--- src/rtl/intdiv_sched.sv ---
// Two-requester front end for a fixed-latency pipelined divider: round-robin
// arbitration, credit-limited issue, divide-by-zero/overflow fix-up, and an in-order result FIFO.
module intdiv_sched #(
  parameter int N     = 4,
  parameter int LAT   = 4,
  parameter int DEPTH = 4
) (
  input  logic         clock,
  input  logic         reset,
  input  logic         req0_valid,
  input  logic [N-1:0] req0_x,
  input  logic [N-1:0] req0_y,
  output logic         req0_ready,
  input  logic         req1_valid,
  input  logic [N-1:0] req1_x,
  input  logic [N-1:0] req1_y,
  output logic         req1_ready,
  output logic [N-1:0] div_x,
  output logic [N-1:0] div_y,
  input  logic [N-1:0] div_z,
  input  logic [N-1:0] div_r,
  output logic         res_valid,
  input  logic         res_ready,
  output logic [N-1:0] res_z,
  output logic [N-1:0] res_r,
  output logic         res_id,
  output logic         res_dz,
  output logic         res_ovf,
  output logic         busy
);

  localparam int PW = (DEPTH > 1) ? $clog2(DEPTH) : 1;
  localparam int CW = $clog2(DEPTH + 1) + 1;
  localparam logic [N-1:0] MIN_V = {1'b1, {(N-1){1'b0}}};

  typedef struct packed {
    logic         id;
    logic         dz;
    logic         ovf;
    logic [N-1:0] x;
  } tag_t;

  typedef struct packed {
    logic [N-1:0] z;
    logic [N-1:0] r;
    logic         id;
    logic         dz;
    logic         ovf;
  } ent_t;

  function automatic logic is_ovf(input logic [N-1:0] x, input logic [N-1:0] y);
    return (x == MIN_V) && (y == {N{1'b1}});
  endfunction

  // Replace the divider's output for the two cases it cannot represent.
  function automatic ent_t fix_result(input tag_t t, input logic [N-1:0] z,
                                      input logic [N-1:0] r);
    ent_t e;
    e.id  = t.id;
    e.dz  = t.dz;
    e.ovf = t.ovf;
    e.z   = z;
    e.r   = r;
    if (t.dz) begin
      e.z = {N{1'b1}};
      e.r = t.x;
    end else if (t.ovf) begin
      e.z = MIN_V;
      e.r = '0;
    end
    return e;
  endfunction

  function automatic logic [PW-1:0] nxt_ptr(input logic [PW-1:0] p);
    return (p == PW'(DEPTH - 1)) ? '0 : p + PW'(1);
  endfunction

  logic                 ptr_q, ptr_d;
  logic [LAT:0]         tvld_q;
  tag_t [LAT:0]         tag_q;
  logic [CW-1:0]        inflight_q, inflight_d;
  logic [CW-1:0]        count_q, count_d;
  logic [PW-1:0]        wr_q, wr_d, rd_q, rd_d;
  ent_t                 mem_q [DEPTH];
  logic signed [N-1:0]  dx_q, dx_d, dy_q, dy_d;

  logic                 credit, gnt1, acc, wr_en, pop;
  logic signed [N-1:0]  acc_x, acc_y;
  tag_t                 acc_tag;
  ent_t                 wr_ent, head;

  always_comb begin
    credit     = ({1'b0, inflight_q} + {1'b0, count_q}) < (CW+1)'(DEPTH);
    gnt1       = req1_valid && (!req0_valid || ptr_q);
    req0_ready = !reset && credit && req0_valid && !gnt1;
    req1_ready = !reset && credit && gnt1;
    acc        = req0_ready || req1_ready;
    acc_x      = gnt1 ? req1_x : req0_x;
    acc_y      = gnt1 ? req1_y : req0_y;
    acc_tag.id  = gnt1;
    acc_tag.dz  = (acc_y == '0);
    acc_tag.ovf = is_ovf(acc_x, acc_y);
    acc_tag.x   = acc_x;
    ptr_d      = acc ? ~gnt1 : ptr_q;
    dx_d       = acc ? acc_x : dx_q;
    dy_d       = acc ? acc_y : dy_q;
  end

  // Divider output stage: the tag at the end of the shift register lines up with div_z/div_r.
  always_comb begin
    wr_en      = tvld_q[LAT];
    wr_ent     = fix_result(tag_q[LAT], div_z, div_r);
    pop        = res_valid && res_ready;
    count_d    = count_q + CW'(wr_en) - CW'(pop);
    inflight_d = inflight_q + CW'(acc) - CW'(wr_en);
    wr_d       = wr_en ? nxt_ptr(wr_q) : wr_q;
    rd_d       = pop ? nxt_ptr(rd_q) : rd_q;
  end

  always_ff @(posedge clock) begin
    if (reset) begin
      ptr_q      <= 1'b0;
      tvld_q     <= '0;
      inflight_q <= '0;
      count_q    <= '0;
      wr_q       <= '0;
      rd_q       <= '0;
      dx_q       <= '0;
      dy_q       <= '0;
    end else begin
      ptr_q      <= ptr_d;
      tvld_q     <= {tvld_q[LAT-1:0], acc};
      inflight_q <= inflight_d;
      count_q    <= count_d;
      wr_q       <= wr_d;
      rd_q       <= rd_d;
      dx_q       <= dx_d;
      dy_q       <= dy_d;
    end
  end

  always_ff @(posedge clock) begin
    tag_q <= {tag_q[LAT-1:0], acc_tag};
    if (wr_en) mem_q[wr_q] <= wr_ent;
  end

  // FIFO head presentation; zeroed whenever nothing is buffered.
  always_comb begin
    head      = mem_q[rd_q];
    res_valid = (count_q != '0);
    res_z     = res_valid ? head.z   : '0;
    res_r     = res_valid ? head.r   : '0;
    res_id    = res_valid ? head.id  : 1'b0;
    res_dz    = res_valid ? head.dz  : 1'b0;
    res_ovf   = res_valid ? head.ovf : 1'b0;
    busy      = (inflight_q != '0) || (count_q != '0);
    div_x     = dx_q;
    div_y     = dy_q;
  end

endmodule

--- config.mk ---
export PLATFORM = sky130hd
export DESIGN_NAME = intdiv_sched
export DESIGN_NICKNAME = d
export VERILOG_FILES = /design/src/rtl/intdiv_sched.sv
export SDC_FILE = /design/constraint.sdc
export NUM_CORES = 1
export LEC_CHECK = 0
export CAP_MARGIN = 40
export CORE_MARGIN = 2
export CORE_UTILIZATION = 57
export CTS_BUF_LIST = sky130_fd_sc_hd__clkbuf_4 sky130_fd_sc_hd__clkbuf_8
export CTS_CLUSTER_DIAMETER = 150
export CTS_CLUSTER_SIZE = 10
export DETAILED_ROUTE_END_ITERATION = 8
export PLACE_DENSITY_LB_ADDON = 0.2
export RECOVER_POWER = 25
export SKIP_LAST_GASP = 1
export SLEW_MARGIN = 20
export SYNTH_ARGS = -nofsm -noshare
export SYNTH_HDL_FRONTEND = slang
export SYNTH_SLANG_ARGS = --single-unit
--- constraint.sdc ---
create_clock -name clock -period 4.1 [get_ports clock]
set_clock_uncertainty 0.15 [all_clocks]
set_input_delay 0.82 -clock clock [delete_from_list [all_inputs] [get_ports clock]]
set_output_delay 0.82 -clock clock [all_outputs]
set_load 0.01 [all_outputs]
==> impl_metrics.env, run 1 <==
export IMPL_status="finished clean"
export IMPL_p_sw_mw=0.809
export IMPL_rr_endpoint="inflight_q[2]"
export IMPL_clk_insertion_delay_late_ns=0.35
export IMPL_drv_cap=0
export IMPL_first_pass_iters=4
export IMPL_synth_edf_count=44
export IMPL_cts_path_max_buffers=2
export IMPL_grt_pass1_vias=2167
export IMPL_maxSlewHeadroom_pct=51.4
export IMPL_routed_wl_um=6050
export IMPL_finalSetupViolCount=0
export IMPL_gp_congestion=0.745
export IMPL_leakage_nw=1.85
export IMPL_layout_common_cells="63 x dfxtp_1, 50 x clkdlybuf4s50_1, 44 x edfxtp_1, 21 x inv_1, 20 x nor2_1"
export IMPL_syn_cell_area_mm2=0.00395
export IMPL_worst_r2r_cell_count=11
export IMPL_synthFlopType="dfxtp_1"
export IMPL_worstSetupStartpointType="input port"
export IMPL_synth_top_area_cell="edfxtp_1"
export IMPL_core_area_mm2=0.00676
export IMPL_setup_tns_ns=0
export IMPL_post_drt_via_cell_ratio=5.18
export IMPL_worstSetupStartpoint="reset"
export IMPL_hold_worst_slack_ns=0.185
export IMPL_crit_path_end_kind="output port"
export IMPL_clock_sinks=107
export IMPL_die_area_mm2=0.00762
export IMPL_fin_crit_ns=3.70
export IMPL_antenna_found_initial=0
export IMPL_hold_buffers=0
export IMPL_cts_resized=0
export IMPL_num_vias=2131
export IMPL_num_rows=30
export IMPL_cts_htree_levels=3
export IMPL_syn_num_nets=318
export IMPL_power_share_switching_pct=28.8
export IMPL_ys_ff_latch=107
export IMPL_drc=0
export IMPL_fill_cells=452
export IMPL_reg2reg_slack_ns=1.23
export IMPL_postCtsSetupBuffers=0
export IMPL_timing_rr_start="inflight_q[3]"
export IMPL_hold_start="tag_q[13]"
export IMPL_fin_crit_sh_pct=90.3
export IMPL_cts_tree="built"
export IMPL_pwr_share_comb_pct=30.1
export IMPL_wire_per_inst_um=14.7
export IMPL_vdd_drop_max_v=0.000337
export IMPL_grt_overflow=0
export IMPL_min_path_type="reg -> reg"
export IMPL_max_freq_mhz=270
export IMPL_p_seq_share_pct=46.9
export IMPL_internal_power_mw=2.00
export IMPL_start_util_pct=58.5
export IMPL_slew_violations=0
export IMPL_portBuffers=51
export IMPL_synth_area_leaders="edfxtp_1 33%, dfxtp_1 32%, mux4_2 6.3%"
export IMPL_yosysWarnings=0
export IMPL_ant_nets=0
export IMPL_n_antenna_cell=0
export IMPL_synth_cell_types=37
export IMPL_grt_pass1_wl_um=10100
export IMPL_die_w_um=87.3
export IMPL_fin_nets=375
export IMPL_final_common_cell="dfxtp_1"
export IMPL_numCtsBuffers=9
export IMPL_hold_viol_final=0
export IMPL_grt_max_degree=26
export IMPL_drt_iter0_drc=102
export IMPL_yosysSeqAreaShare_pct=65.3
export IMPL_path_class="in -> out"
export IMPL_dp_hpwl_um=4210
export IMPL_avgSynthCellArea_um2=14.7
export IMPL_grt_use_total_pct=17.4
export IMPL_ys_async_sr_fraction_pct=0
export IMPL_drive_gt1_share_pct=13.3
export IMPL_clockRootBuffer="clkbuf_8"
export IMPL_pin_count=52
export IMPL_cp_arrival_ns=2.73
export IMPL_p_per_area_mw_per_mm2=592
export IMPL_clkTransAtPathRegs_ns=0.09
export IMPL_area_delta_synth_final_pct=20.2
export IMPL_synth_cells=269
export IMPL_synth_top_area_share_pct=33.4
export IMPL_cp_max_fo=4
export IMPL_worst_ep_required_time_ns=3.13
export IMPL_whs_path_depth=0
export IMPL_tightest_slew_ns=0.727
export IMPL_die_h_um=87.3
export IMPL_whs_endpoint="tag_q[20]"
export IMPL_rsz0062_at_grt="no"
export IMPL_p_clk_share_pct=23.0
-- cells in the mapped netlist, drive strengths merged (3+ instances only) --
cell type  instances
a211oi             8
a21o               5
a21oi              4
a22o               4
and2              15
and2b              3
and3               3
buf                5
clkbuf             3
dfxtp             63
edfxtp            44
ha                18
inv               23
mux2i             11
mux4              11
nand2              3
nor2              20
nor2b              3
-- layer usage --
metal | vias up | share of wire (%) | wire, um | track usage (%)
met5 | - | 0 | 0 | 0
met1 | 1010 | 46 | 2790 | 22.3
met3 | 4 | 4.9 | 297 | 6.16
met2 | 51 | 48 | 2930 | 28.4
met4 | 0 | 0.63 | 38 | 4.62
li1 | 1066 | - | - | -
-- cells by family after synthesis --
family | Yosys count | share of synthesized area (%)
AO/OA/AOI/OAI | 23 | 5.29
XOR/XNOR | 4 | 0.887
adder cells (fa/ha/maj) | 20 | 6.71
buffers and inverters | 31 | 3.26
flip-flops | 107 | 65.3
multiplexers | 22 | 9.05
AND/OR/NAND/NOR | 62 | 9.47
-- metrics by stage --
stage / util, % / setup slack [ns] / cell area [um^2] / instances / power, mW
after floorplan: - / 0.800 / 3950 / 269 / 1.86
after global placement: 67.2 / 0.420 / 4540 / 395 / 2.18
after detailed placement: 67.2 / 0.407 / 4540 / 395 / 2.20
after CTS: 70.3 / 0.389 / 4750 / 411 / 2.85
after global routing: 70.3 / 0.335 / 4750 / 411 / 3.00
final: 70.3 / 0.398 / 4750 / 411 / 2.81
-- how the worst max path moves through the flow --
stage / endpoint / slack, ns / depth (start not counted)
after floorplan: inflight_q[2] / 0.80 / 11
final: req0_ready / 0.40 / 5
after detailed placement: req0_ready / 0.41 / 5
after global placement: req0_ready / 0.42 / 5
after CTS: req0_ready / 0.39 / 5
after global routing: req0_ready / 0.34 / 5
-- flip-flops by register name, summed over array words and instances (netlist names), named ones only --
name,cells
count_q,4
inflight_q,4
div_y,4
tag_q,35
wr_q,2
tvld_q,5
div_x,4
mem_q,44
rd_q,2
ptr_q,1
-- layout make-up --
cell class	count	area (um^2)	area share [%]
inverter	23	86.3	1.82
tap	80	100	2.11
clock buffer	9	124	2.61
multi-input combinational	131	1240	26.1
sequential	107	2580	54.3
timing repair buffer	54	533	11.2
clock inverter	7	85.1	1.79
-- power by group through the flow --
stage / Sequential, mW / Combinational, mW / Clock, mW
global placement: 1.34 / 0.841 / 0
CTS: 1.32 / 0.863 / 0.662
global route: 1.34 / 0.955 / 0.703
detailed placement: 1.34 / 0.859 / 0
floorplan: 1.31 / 0.552 / 0
finish: 1.32 / 0.847 / 0.647
-- worst max-delay path, cell delays in order --
cell and delay [ns]:
clkdlybuf4s50_1 0.42, or4_4 0.51, nor3_2 0.25, and3_1 0.19, clkdlybuf4s50_1 0.53
Note: power is estimated with default switching activity, not from simulation.
==> inputs of run 2 (changes only) <==
--- a/config.mk
+++ b/config.mk
@@ -10,7 +10,6 @@
 export CORE_UTILIZATION = 57
 export CTS_BUF_LIST = sky130_fd_sc_hd__clkbuf_4 sky130_fd_sc_hd__clkbuf_8
 export CTS_CLUSTER_DIAMETER = 150
-export CTS_CLUSTER_SIZE = 10
 export DETAILED_ROUTE_END_ITERATION = 8
 export PLACE_DENSITY_LB_ADDON = 0.2
 export RECOVER_POWER = 25
==> results of run 2 <==
No change in the layout: final DEF, timing and power equal those of run 1.
